===== config.mk =====
export PLATFORM = sky130hd
export DESIGN_NAME = fmap_streamer_flat
export DESIGN_NICKNAME = d
export VERILOG_FILES = /design/src/rtl/fmap_streamer_if.sv /design/src/rtl/fmap_streamer.sv /design/src/flat_wrapper.sv
export SDC_FILE = /design/constraint.sdc
export NUM_CORES = 1
export LEC_CHECK = 0
export ABC_AREA = 1
export BUFFER_PORTS_ARGS = -buffer_cell sky130_fd_sc_hd__clkbuf_2
export CORE_ASPECT_RATIO = 1.1
export CORE_UTILIZATION = 52
export DETAILED_ROUTE_END_ITERATION = 16
export PLACE_DENSITY = 0.91
export SYNTH_ARGS = -nofsm -noshare
export SYNTH_HDL_FRONTEND = slang
export SYNTH_SLANG_ARGS = --single-unit

===== constraint.sdc =====
create_clock -name clk -period 1.7 [get_ports clk]
set_input_delay 0.17 -clock clk [delete_from_list [all_inputs] [get_ports clk]]
set_output_delay 0.17 -clock clk [all_outputs]
set_load 0.02 [all_outputs]

===== src/rtl/fmap_streamer_if.sv =====
// Feature-RAM read port and outgoing pixel stream of fmap_streamer.
// The master side is the streamer; the slave side is the RAM plus the first conv layer.
interface fmap_streamer_if #(
  parameter int DATA_W = 48,
  parameter int ADDR_W = 16
);
  logic              mem_rd;
  logic [ADDR_W-1:0] mem_addr;
  logic [DATA_W-1:0] mem_dout;
  logic [DATA_W-1:0] stream_dout;
  logic              stream_vld;
  logic              stream_end;

  modport master (
    output mem_rd, mem_addr, stream_dout, stream_vld, stream_end,
    input  mem_dout
  );

  modport slave (
    input  mem_rd, mem_addr, stream_dout, stream_vld, stream_end,
    output mem_dout
  );
endinterface


===== src/rtl/fmap_streamer.sv =====
// Frame source: reads one SIZE x SIZE feature map in raster order and emits it as a vld/din/end pixel stream.
// Optional macro FMAP_STREAM_GAP_EN inserts ROW_GAP idle cycles between rows.
module fmap_streamer #(
  parameter int N         = 16,
  parameter int CHANNEL   = 3,
  parameter int SIZE      = 6,
  parameter int ADDR_W    = 16,
  parameter int BASE_ADDR = 0,
  parameter int ROW_GAP   = 2
) (
  input  logic clk,
  input  logic rst_n,
  input  logic ce,
  input  logic start,
  output logic busy,
  output logic done,
  fmap_streamer_if.master bus
);
  localparam int DW    = CHANNEL * N;
  localparam int CNT_W = (SIZE > 1) ? $clog2(SIZE) : 1;
  localparam logic [CNT_W-1:0]  CNT_LAST  = CNT_W'(SIZE - 1);
  localparam logic [CNT_W-1:0]  CNT_ONE   = CNT_W'(1);
  localparam logic [ADDR_W-1:0] ADDR_BASE = ADDR_W'(BASE_ADDR);
  localparam logic [ADDR_W-1:0] ADDR_ONE  = ADDR_W'(1);

  typedef enum logic [1:0] {IDLE = 2'd0, READ = 2'd1, GAP = 2'd2, LAST = 2'd3} state_t;

  state_t            state_r, state_s;
  logic [CNT_W-1:0]  row_r, row_s, col_r, col_s;
  logic [ADDR_W-1:0] addr_r, addr_s;
  logic              rd_r, rd_s;
  logic              busy_r, busy_s;
  logic              done_r, done_s;
  logic              vld_r, end_r;
  logic [DW-1:0]     hold_r;
  logic              last_pix_s;

`ifdef FMAP_STREAM_GAP_EN
  localparam int GAP_W = (ROW_GAP > 1) ? $clog2(ROW_GAP) : 1;
  localparam logic [GAP_W-1:0] GAP_LAST = GAP_W'((ROW_GAP > 0) ? (ROW_GAP - 1) : 0);
  localparam logic [GAP_W-1:0] GAP_ONE  = GAP_W'(1);
  logic [GAP_W-1:0] gap_r, gap_s;
`else
  localparam int unused_row_gap = ROW_GAP;
`endif

  assign last_pix_s = (row_r == CNT_LAST) && (col_r == CNT_LAST);

  // FSM state register
  always_ff @(posedge clk or negedge rst_n) begin
    if (!rst_n) begin
      state_r <= IDLE;
    end else if (ce) begin
      state_r <= state_s;
    end
  end

  // Next-state, read sequencing and control outputs
  always_comb begin
    state_s = state_r;
    row_s   = row_r;
    col_s   = col_r;
    addr_s  = addr_r;
    rd_s    = rd_r;
    busy_s  = busy_r;
    done_s  = 1'b0;
`ifdef FMAP_STREAM_GAP_EN
    gap_s   = gap_r;
`endif
    case (state_r)
      IDLE: begin
        if (start) begin
          state_s = READ;
          rd_s    = 1'b1;
          addr_s  = ADDR_BASE;
          row_s   = '0;
          col_s   = '0;
          busy_s  = 1'b1;
        end else begin
          state_s = IDLE;
        end
      end
      READ: begin
        if (last_pix_s) begin
          state_s = LAST;
          rd_s    = 1'b0;
        end else begin
          addr_s = addr_r + ADDR_ONE;
          if (col_r == CNT_LAST) begin
            col_s = '0;
            row_s = row_r + CNT_ONE;
`ifdef FMAP_STREAM_GAP_EN
            if (ROW_GAP != 0) begin
              state_s = GAP;
              rd_s    = 1'b0;
              gap_s   = '0;
            end else begin
              state_s = READ;
            end
`endif
          end else begin
            col_s = col_r + CNT_ONE;
          end
        end
      end
`ifdef FMAP_STREAM_GAP_EN
      GAP: begin
        if (gap_r == GAP_LAST) begin
          state_s = READ;
          rd_s    = 1'b1;
        end else begin
          gap_s = gap_r + GAP_ONE;
        end
      end
`endif
      LAST: begin
        // done rises the cycle after stream_end; busy drops together with done
        if (done_r) begin
          state_s = IDLE;
          busy_s  = 1'b0;
        end else if (end_r) begin
          done_s = 1'b1;
        end else begin
          state_s = LAST;
        end
      end
      default: begin
        state_s = IDLE;
        rd_s    = 1'b0;
        busy_s  = 1'b0;
      end
    endcase
  end

  // Counters, read port and control registers
  always_ff @(posedge clk or negedge rst_n) begin
    if (!rst_n) begin
      row_r  <= '0;
      col_r  <= '0;
      addr_r <= '0;
      rd_r   <= 1'b0;
      busy_r <= 1'b0;
      done_r <= 1'b0;
`ifdef FMAP_STREAM_GAP_EN
      gap_r  <= '0;
`endif
    end else if (ce) begin
      row_r  <= row_s;
      col_r  <= col_s;
      addr_r <= addr_s;
      rd_r   <= rd_s;
      busy_r <= busy_s;
      done_r <= done_s;
`ifdef FMAP_STREAM_GAP_EN
      gap_r  <= gap_s;
`endif
    end
  end

  // Stream valid/end track the read strobe one ce-cycle later; hold keeps the last pixel between valids
  always_ff @(posedge clk or negedge rst_n) begin
    if (!rst_n) begin
      vld_r  <= 1'b0;
      end_r  <= 1'b0;
      hold_r <= '0;
    end else if (ce) begin
      vld_r <= rd_r;
      end_r <= rd_r && (state_r == READ) && last_pix_s;
      if (vld_r) begin
        hold_r <= bus.mem_dout;
      end
    end
  end

  // RAM data arrives in the valid cycle itself, so the pixel is passed straight through then
  assign bus.stream_dout = vld_r ? bus.mem_dout : hold_r;
  assign bus.stream_vld  = vld_r;
  assign bus.stream_end  = end_r;
  assign bus.mem_rd      = rd_r;
  assign bus.mem_addr    = addr_r;
  assign busy            = busy_r;
  assign done            = done_r;
endmodule


===== src/flat_wrapper.sv =====
// flat-port wrapper written by rule: the top's interface ports become plain ports
module fmap_streamer_flat 
#(
  parameter int N         = 16,
  parameter int CHANNEL   = 3,
  parameter int SIZE      = 6,
  parameter int ADDR_W    = 16,
  parameter int BASE_ADDR = 0,
  parameter int ROW_GAP   = 2
)
  (clk, rst_n, ce, start, busy, done, bus_mem_rd, bus_mem_addr, bus_stream_dout, bus_stream_vld, bus_stream_end, bus_mem_dout);
  fmap_streamer_if #(.ADDR_W(ADDR_W)) bus_i ();
  input  logic clk;
  input  logic rst_n;
  input  logic ce;
  input  logic start;
  output logic busy;
  output logic done;
  output wire logic [$bits(bus_i.mem_rd)-1:0] bus_mem_rd;
  output wire logic [$bits(bus_i.mem_addr)-1:0] bus_mem_addr;
  output wire logic [$bits(bus_i.stream_dout)-1:0] bus_stream_dout;
  output wire logic [$bits(bus_i.stream_vld)-1:0] bus_stream_vld;
  output wire logic [$bits(bus_i.stream_end)-1:0] bus_stream_end;
  input wire logic [$bits(bus_i.mem_dout)-1:0] bus_mem_dout;
  assign bus_mem_rd = bus_i.mem_rd;
  assign bus_mem_addr = bus_i.mem_addr;
  assign bus_stream_dout = bus_i.stream_dout;
  assign bus_stream_vld = bus_i.stream_vld;
  assign bus_stream_end = bus_i.stream_end;
  assign bus_i.mem_dout = bus_mem_dout;
  fmap_streamer #(.N(N), .CHANNEL(CHANNEL), .SIZE(SIZE), .ADDR_W(ADDR_W), .BASE_ADDR(BASE_ADDR), .ROW_GAP(ROW_GAP)) u_core (.clk(clk), .rst_n(rst_n), .ce(ce), .start(start), .busy(busy), .done(done), .bus(bus_i));
endmodule

==> results of run 1 <==
==> what timing repair did <==
item	CTS	global route
cloned	0	1
gates resized for setup	2	21
endpoints found under the hold margin	39	0
hold buffers	1	0
endpoints found under the setup margin	4	49
==> report_power, final <==
group	leakage [uW]	switching (uW)	total, uW	internal, uW
combinational	0.00146	2290	3310	1030
clock	0.0000995	665	1390	722
sequential	0.00100	247	2580	2340
total	0.00256	3200	7280	4080
==> placed cells by master (no fill, tap or decap), drive strengths merged <==
master       Yosys  final
dfrtp           77     77
o21ai          110    110
dlygate4sd3      0      1
nand3           28     28
clkinvlp         0      1
o21bai           5      5
inv             69     69
nand4            7      7
nand2          184    184
bufinv           0      1
clkinv           0      3
nor2            24     24
ha               3      3
xor2             1      1
clkbuf          11    130
or2              1      1
xnor2            1      1
nand3b           2      2
buf             15      8
a21oi            3      3
==> state kept, by name, summed over array words and instances (netlist names) <==
signal                 count
u_core.hold_r             48
u_core.bus.stream_end      1
u_core.bus.mem_addr       16
u_core.state_r             2
u_core.busy                1
u_core.row_r               3
u_core.bus.mem_rd          1
u_core.bus.stream_vld      1
u_core.done                1
u_core.col_r               3
==> worst min-delay path, delay by kind of cell <==
| kind | cells | cell delay, ns |
|---|---|---|
| compound gates | 2 | 0.12 |
| simple gates | 2 | 0.09 |
| buf+inv | 1 | 0.08 |
==> cell type report <==
type	instances	area, um2
clock buffers	11	141.4
clock inverters	5	60.06
fillers	631	2506
inverters	69	259.0
multi-input cells	369	1719
flip-flops and latches	77	1928
well taps	105	131.4
repair buffers	128	728.2
==> routing by layer <==
layer  wire length [um]  part of all wire
met1               4129              0.44
met2               4638              0.50
met3                401             0.043
met4                129             0.014
met5                  0                 0
==> path summary, 6_finish.rpt <==
check,endpoint,depth (start not counted)
max,bus_stream_dout[47],3
min,u_core.hold_r[14]$_DFFE_PN0P_,5
max reg2reg,u_core.bus.mem_addr[3]$_DFFE_PN0P_,6
min reg2reg,u_core.hold_r[38]$_DFFE_PN0P_,2
max in group asynchronous,u_core.hold_r[33]$_DFFE_PN0P_,3
min in group asynchronous,u_core.hold_r[45]$_DFFE_PN0P_,2
==> stage by stage <==
stage          power (uW)  cells
2_1_floorplan        4767    541
4_1_cts              7190    763
3_3_place_gp         5626    746
3_5_place_dp         5794    746
6_report             7282    764
5_1_grt              7819    764
==> cells by family after synthesis <==
group                      after synthesis  synth area share
AOI/OAI and AO/OA                      118            0.1566
xor gates and xnor gates                 2          0.004358
adders and majority gates                3          0.009338
buffers and inverters                   95           0.09524
DFF                                     77            0.4793
and+or+nand+nor                        246            0.2552
==> flow_summary.yaml, run 1 <==
drt:
  drtIter0Drc: 132
  avgViaCountPerCell: 5.013
  drtPass1Iterations: 4
  wl_per_cell_um: 12.17
  via_count: 3830
  drt_wl_total_um: 9298
  drc_errors: 0
  ant_nets: 0
worst_setup_path:
  rr_startpoint: "u_core.state_r[1]$_DFFE_PN0P_"
  critPathMaxStageDelay_ns: 0.46
  crit_path_start: "u_core.bus.stream_vld$_DFFE_PN0P_"
  crit_buf_inv: 2
  critPathTopFamily: "flip-flops"
  path_max_fanout: 49
  crit_arrival_ns: 1.56
  cp-start-kind: "register"
  critPathSlowestCell: "dfrtp_2"
  path_class: "register to primary output"
  end_kind: "primary output"
  cp.required_ns: 1.53
  r2r_slack_ns: 0.10
  cp_cell_sequence: "clkbuf_16 -> o21ai_0 -> clkbuf_2"
power_and_ir_drop:
  leakagePower_uw: 0.002561
  ir_drop_v: 0.0006365
  powerDensity_nw_per_um2: 1466
grt:
  track_usage: 0.2384
  grt_pass1_vias: 3461
  grt_first_pass_wirelength_um: 15250
  grt_max_degree: 99
  use_met3: 0.04306
  grt-ovfl-total: 0
  met1_usage: 0.2892
  grt.met2_usage: 0.4173
  top_usage_layer: "met2"
  antenna_found_initial: 0
cells_and_area:
  final_core_util: 0.6647
  design_area_um2: 4967
  layout.nets: 709
  drive_gt1_frac: 0.2504
  area_growth_pct: 23.56
  diodes: 0
sta:
  min_period_over_period: 1.018
  worst_pin_slew_ns: 0.5154
  final.setup_skew_ns: 0.008030
  fin_crit_ns: 1.730
  drv_slew: 0
  grt_setup_unrepaired: "true"
  max_freq_ghz: 0.5780
  holdWs_ns: 0.1540
  hold_violations: 0
  worst_slack_ns: -0.03014
  tns_ns: -0.05737
  setup_viol: 2
  relSlewSlack: 0.6564
synth:
  synth_top_cell_by_area: "dfrtp_1"
  ys_ff_latch: 77
  synth_top_area_frac: 0.4793
  synth_edf_count: 0
  synth-seq-area-share: 0.4793
  async_flop_share: 1.000
  syn_nets: 596
  synthTopCellsByArea: "dfrtp_1, nand2_1, o21ai_0, inv_1, nand3_1"
  synthFlopType: "dfrtp_1"
  avgSynthCellArea_um2: 7.431
  synthTopCellsByCount: "nand2_1, o21ai_0, dfrtp_1, inv_1, nand3_1"
  syn-instance-count: 541
  yosys_warnings: 0
  yosysMostFrequentCell: "nand2_1"
  netlist_area_um2: 4020
  synth.distinct_cells: 25
die:
  std_cell_rows: 33
  dieWidth_um: 85.84
  top_level_ports: 121
  dieArea_um2: 8087
  core-area_um2: 7473
  die_y_um: 94.22
  start_util: 0.5379
placement:
  pre_cts_ws_ns: 0.02074
  gp_congestion: 0.8721
  placed_cell_area_um2: 4715
  io_buffer_count: 120
  dp_hpwl_um: 6644
cts:
  cts_tree: "done"
  path_clk_slew_ns: 0.09
  numCtsBuffers: 9
  clock_path_buffers: 2
  cts.sinks: 77
  insertion_delay_ns: 0.34
  cts_root_buf: "clkbuf_8"
  h-tree-depth: 3
  post_cts_buffers: 0
hold_path:
  hp-class: "input port to register"
  worstHoldStart: "bus_mem_dout[14]"
flow_run:
  maxCapViolations: 0
status:
  violations: "setup timing"
  status: "finished with violations"
No activity file was read; power rests on OpenSTA's default activity.
==> run 2, diff against run 1 <==
--- a/config.mk
+++ b/config.mk
@@ -5,12 +5,13 @@
 export SDC_FILE = /design/constraint.sdc
 export NUM_CORES = 1
 export LEC_CHECK = 0
-export ABC_AREA = 1
+export ABC_AREA = 0
 export BUFFER_PORTS_ARGS = -buffer_cell sky130_fd_sc_hd__clkbuf_2
 export CORE_ASPECT_RATIO = 1.1
-export CORE_UTILIZATION = 52
+export CORE_UTILIZATION = 40
 export DETAILED_ROUTE_END_ITERATION = 16
-export PLACE_DENSITY = 0.91
+export PLACE_DENSITY = 0.75
+export SLEW_MARGIN = 20
 export SYNTH_ARGS = -nofsm -noshare
 export SYNTH_HDL_FRONTEND = slang
 export SYNTH_SLANG_ARGS = --single-unit
==> flow_summary.yaml, run 2 <==
status:
  status: "finished with violations"
  violations: "setup timing"
grt:
  track_usage: 0.1800
  grt_max_degree: 61
  grt_pass1_vias: 2995
  antenna_found_initial: 0
  grt-ovfl-total: 0
  grt_first_pass_wirelength_um: 14060
synth:
  synth_edf_count: 0
  syn-instance-count: 322
  netlist_area_um2: 3850
  synthFlopType: "dfrtp_1"
  avgSynthCellArea_um2: 11.96
  yosysMostFrequentCell: "mux2_2"
  yosys_warnings: 0
  syn_nets: 377
  synth_top_cell_by_area: "dfrtp_1"
  synth.distinct_cells: 38
  synthTopCellsByArea: "dfrtp_1, mux2_2, o21ai_0, nor2_1, nand2_1"
  synth_top_area_frac: 0.5005
  ys_ff_latch: 77
  synthTopCellsByCount: "mux2_2, dfrtp_1, nor2_1, nand2_1, o21ai_0"
  async_flop_share: 1.000
  synth-seq-area-share: 0.5005
placement:
  dp_hpwl_um: 6465
  pre_cts_ws_ns: -0.07172
  placed_cell_area_um2: 4916
  gp_congestion: 0.8802
  io_buffer_count: 120
cts:
  cts_root_buf: "clkbuf_8"
  cts_tree: "done"
  h-tree-depth: 3
  insertion_delay_ns: 0.34
  cts.sinks: 77
  numCtsBuffers: 9
  clock_path_buffers: 2
  path_clk_slew_ns: 0.08
drt:
  avgViaCountPerCell: 5.239
  drtPass1Iterations: 4
  drt_wl_total_um: 9293
  drc_errors: 0
  wl_per_cell_um: 15.41
  via_count: 3159
  ant_nets: 0
  drtIter0Drc: 68
sta:
  grt_setup_unrepaired: "true"
  fin_crit_ns: 1.761
  drv_slew: 0
  holdWs_ns: 0.1628
  max_freq_ghz: 0.5679
  hold_violations: 0
  min_period_over_period: 1.036
  tns_ns: -0.08488
  relSlewSlack: 0.7305
  final.setup_skew_ns: 0.009165
  worst_pin_slew_ns: 0.4027
  worst_slack_ns: -0.06084
  setup_viol: 2
die:
  dieWidth_um: 95.54
  start_util: 0.4117
  top_level_ports: 121
  dieArea_um2: 10020
  core-area_um2: 9351
  die_y_um: 104.9
  std_cell_rows: 37
power_and_ir_drop:
  clkPwrFrac: 0.198
  leakagePower_uw: 0.002600
  ir_drop_v: 0.0004753
  powerDensity_nw_per_um2: 1436
  switching_power_uw: 2691
  swShare: 0.3533
  p_int_uw: 4924
  combPwrFrac: 0.432
  p_seq_frac: 0.370
worst_setup_path:
  path_max_fanout: 5
  critPathSlowestCell: "or4_4"
  critPathTopFamily: "simple AND/OR/NAND/NOR gates"
  critPathMaxStageDelay_ns: 0.41
  r2r_slack_ns: -0.06
  cp-start-kind: "register"
  cp_cell_sequence: "nand2b_4 -> or2_4 -> or3_4 -> or4_4 -> a21oi_1"
  crit_arrival_ns: 2.02
  end_kind: "register"
  crit_path_start: "u_core.state_r[1]$_DFFE_PN0P_"
  rr_startpoint: "u_core.state_r[1]$_DFFE_PN0P_"
  path_class: "register to register"
  crit_cells: 5
  crit_buf_inv: 0
  cp.required_ns: 1.96
  r2r_cells: 5
cells_and_area:
  mostFrequentLayoutCells: "mux2_2, clkbuf_2, dfrtp_1, buf_4"
  diodes: 0
  drive_gt1_frac: 0.6235
  area_growth_pct: 37.73
  largest_reg_flops: 48
  final_core_util: 0.5670
  regMostFlops: "u_core.hold_r"
  final_common_cell: "mux2_2"
  layout.nets: 537
  design_area_um2: 5303
hold_path:
  worstHoldStart: "start"
  hp-class: "input port to register"
  hold_path_depth: 3
flow_run:
  maxCapViolations: 0
-- run 2: changes by cell type after synthesis, sizes merged, moves of 7 or more --
cell / delta
inv: -63
nor2: -7
mux2: +97
nand3: -17
o21ai: -96
nand2: -168
-- run 2: area by class of cell --
class,instances,area (um2)
Clock buffer,11,141.4
Clock inverter,4,72.57
Fill cell,777,4049
Inverter,6,22.52
Multi-Input combinational cell,222,1943
Sequential cell,77,1932
Tap cell,117,146.4
Timing Repair Buffer,166,1045
-- run 2: kinds of logic after synthesis --
group | after synthesis | synth area share
DFF | 77 | 0.5005
muxes | 98 | 0.2863
AOI/OAI and AO/OA | 39 | 0.06208
buffers and inverters | 23 | 0.02437
adders and majority gates | 3 | 0.009751
xor gates and xnor gates | 7 | 0.01592
and+or+nand+nor | 75 | 0.1011
-- run 2: through the flow --
| stage | power [uW] | cells |
|---|---|---|
| after CTS | 7596 | 602 |
| after global routing | 8079 | 603 |
| after floorplan | 4979 | 322 |
| after detailed placement | 6071 | 585 |
| final | 7615 | 603 |
| after global placement | 5930 | 585 |
-- run 2: per-layer routing --
metal | vias to the layer above | global-route usage | routed length (um)
met1 | 1524 | 0.2274 | 3966
met5 | - | 0 | 0
met4 | 0 | 0.06183 | 182
li1 | 1490 | - | -
met3 | 20 | 0.03566 | 587
met2 | 125 | 0.3026 | 4557
-- run 2: tightest hold or removal path: cells and delay by family --
kind                   cells  cell delay (ns)
AOI/OAI and AO/OA          2             0.18
buffers and inverters      1             0.12
-- run 2: what timing repair did --
item,in CTS,in global routing
endpoints found under the setup margin,10,26
buffers inserted,1,0
gates cloned,0,1
pin swaps,0,4
hold endpoints to repair,25,0
hold buffers,1,0
gates resized for setup,6,56
-- run 2: power groups by stage --
stage | combinational (uW) | clock, uW | sequential, uW
6_report | 3290 | 1500 | 2820
5_1_grt | 3540 | 1630 | 2910
4_1_cts | 3220 | 1550 | 2820
3_5_place_dp | 3210 | 0 | 2860
3_3_place_gp | 3130 | 0 | 2800
2_1_floorplan | 2120 | 0 | 2860
-- run 2: path summary, 6_finish.rpt --
kind | end
min reg2reg | u_core.hold_r[40]$_DFFE_PN0P_
max | u_core.bus.mem_addr[15]$_DFFE_PN0P_
min | u_core.bus.mem_rd$_DFFE_PN0P_
min in group asynchronous | u_core.hold_r[14]$_DFFE_PN0P_
max in group asynchronous | u_core.hold_r[15]$_DFFE_PN0P_
max reg2reg | u_core.bus.mem_addr[15]$_DFFE_PN0P_
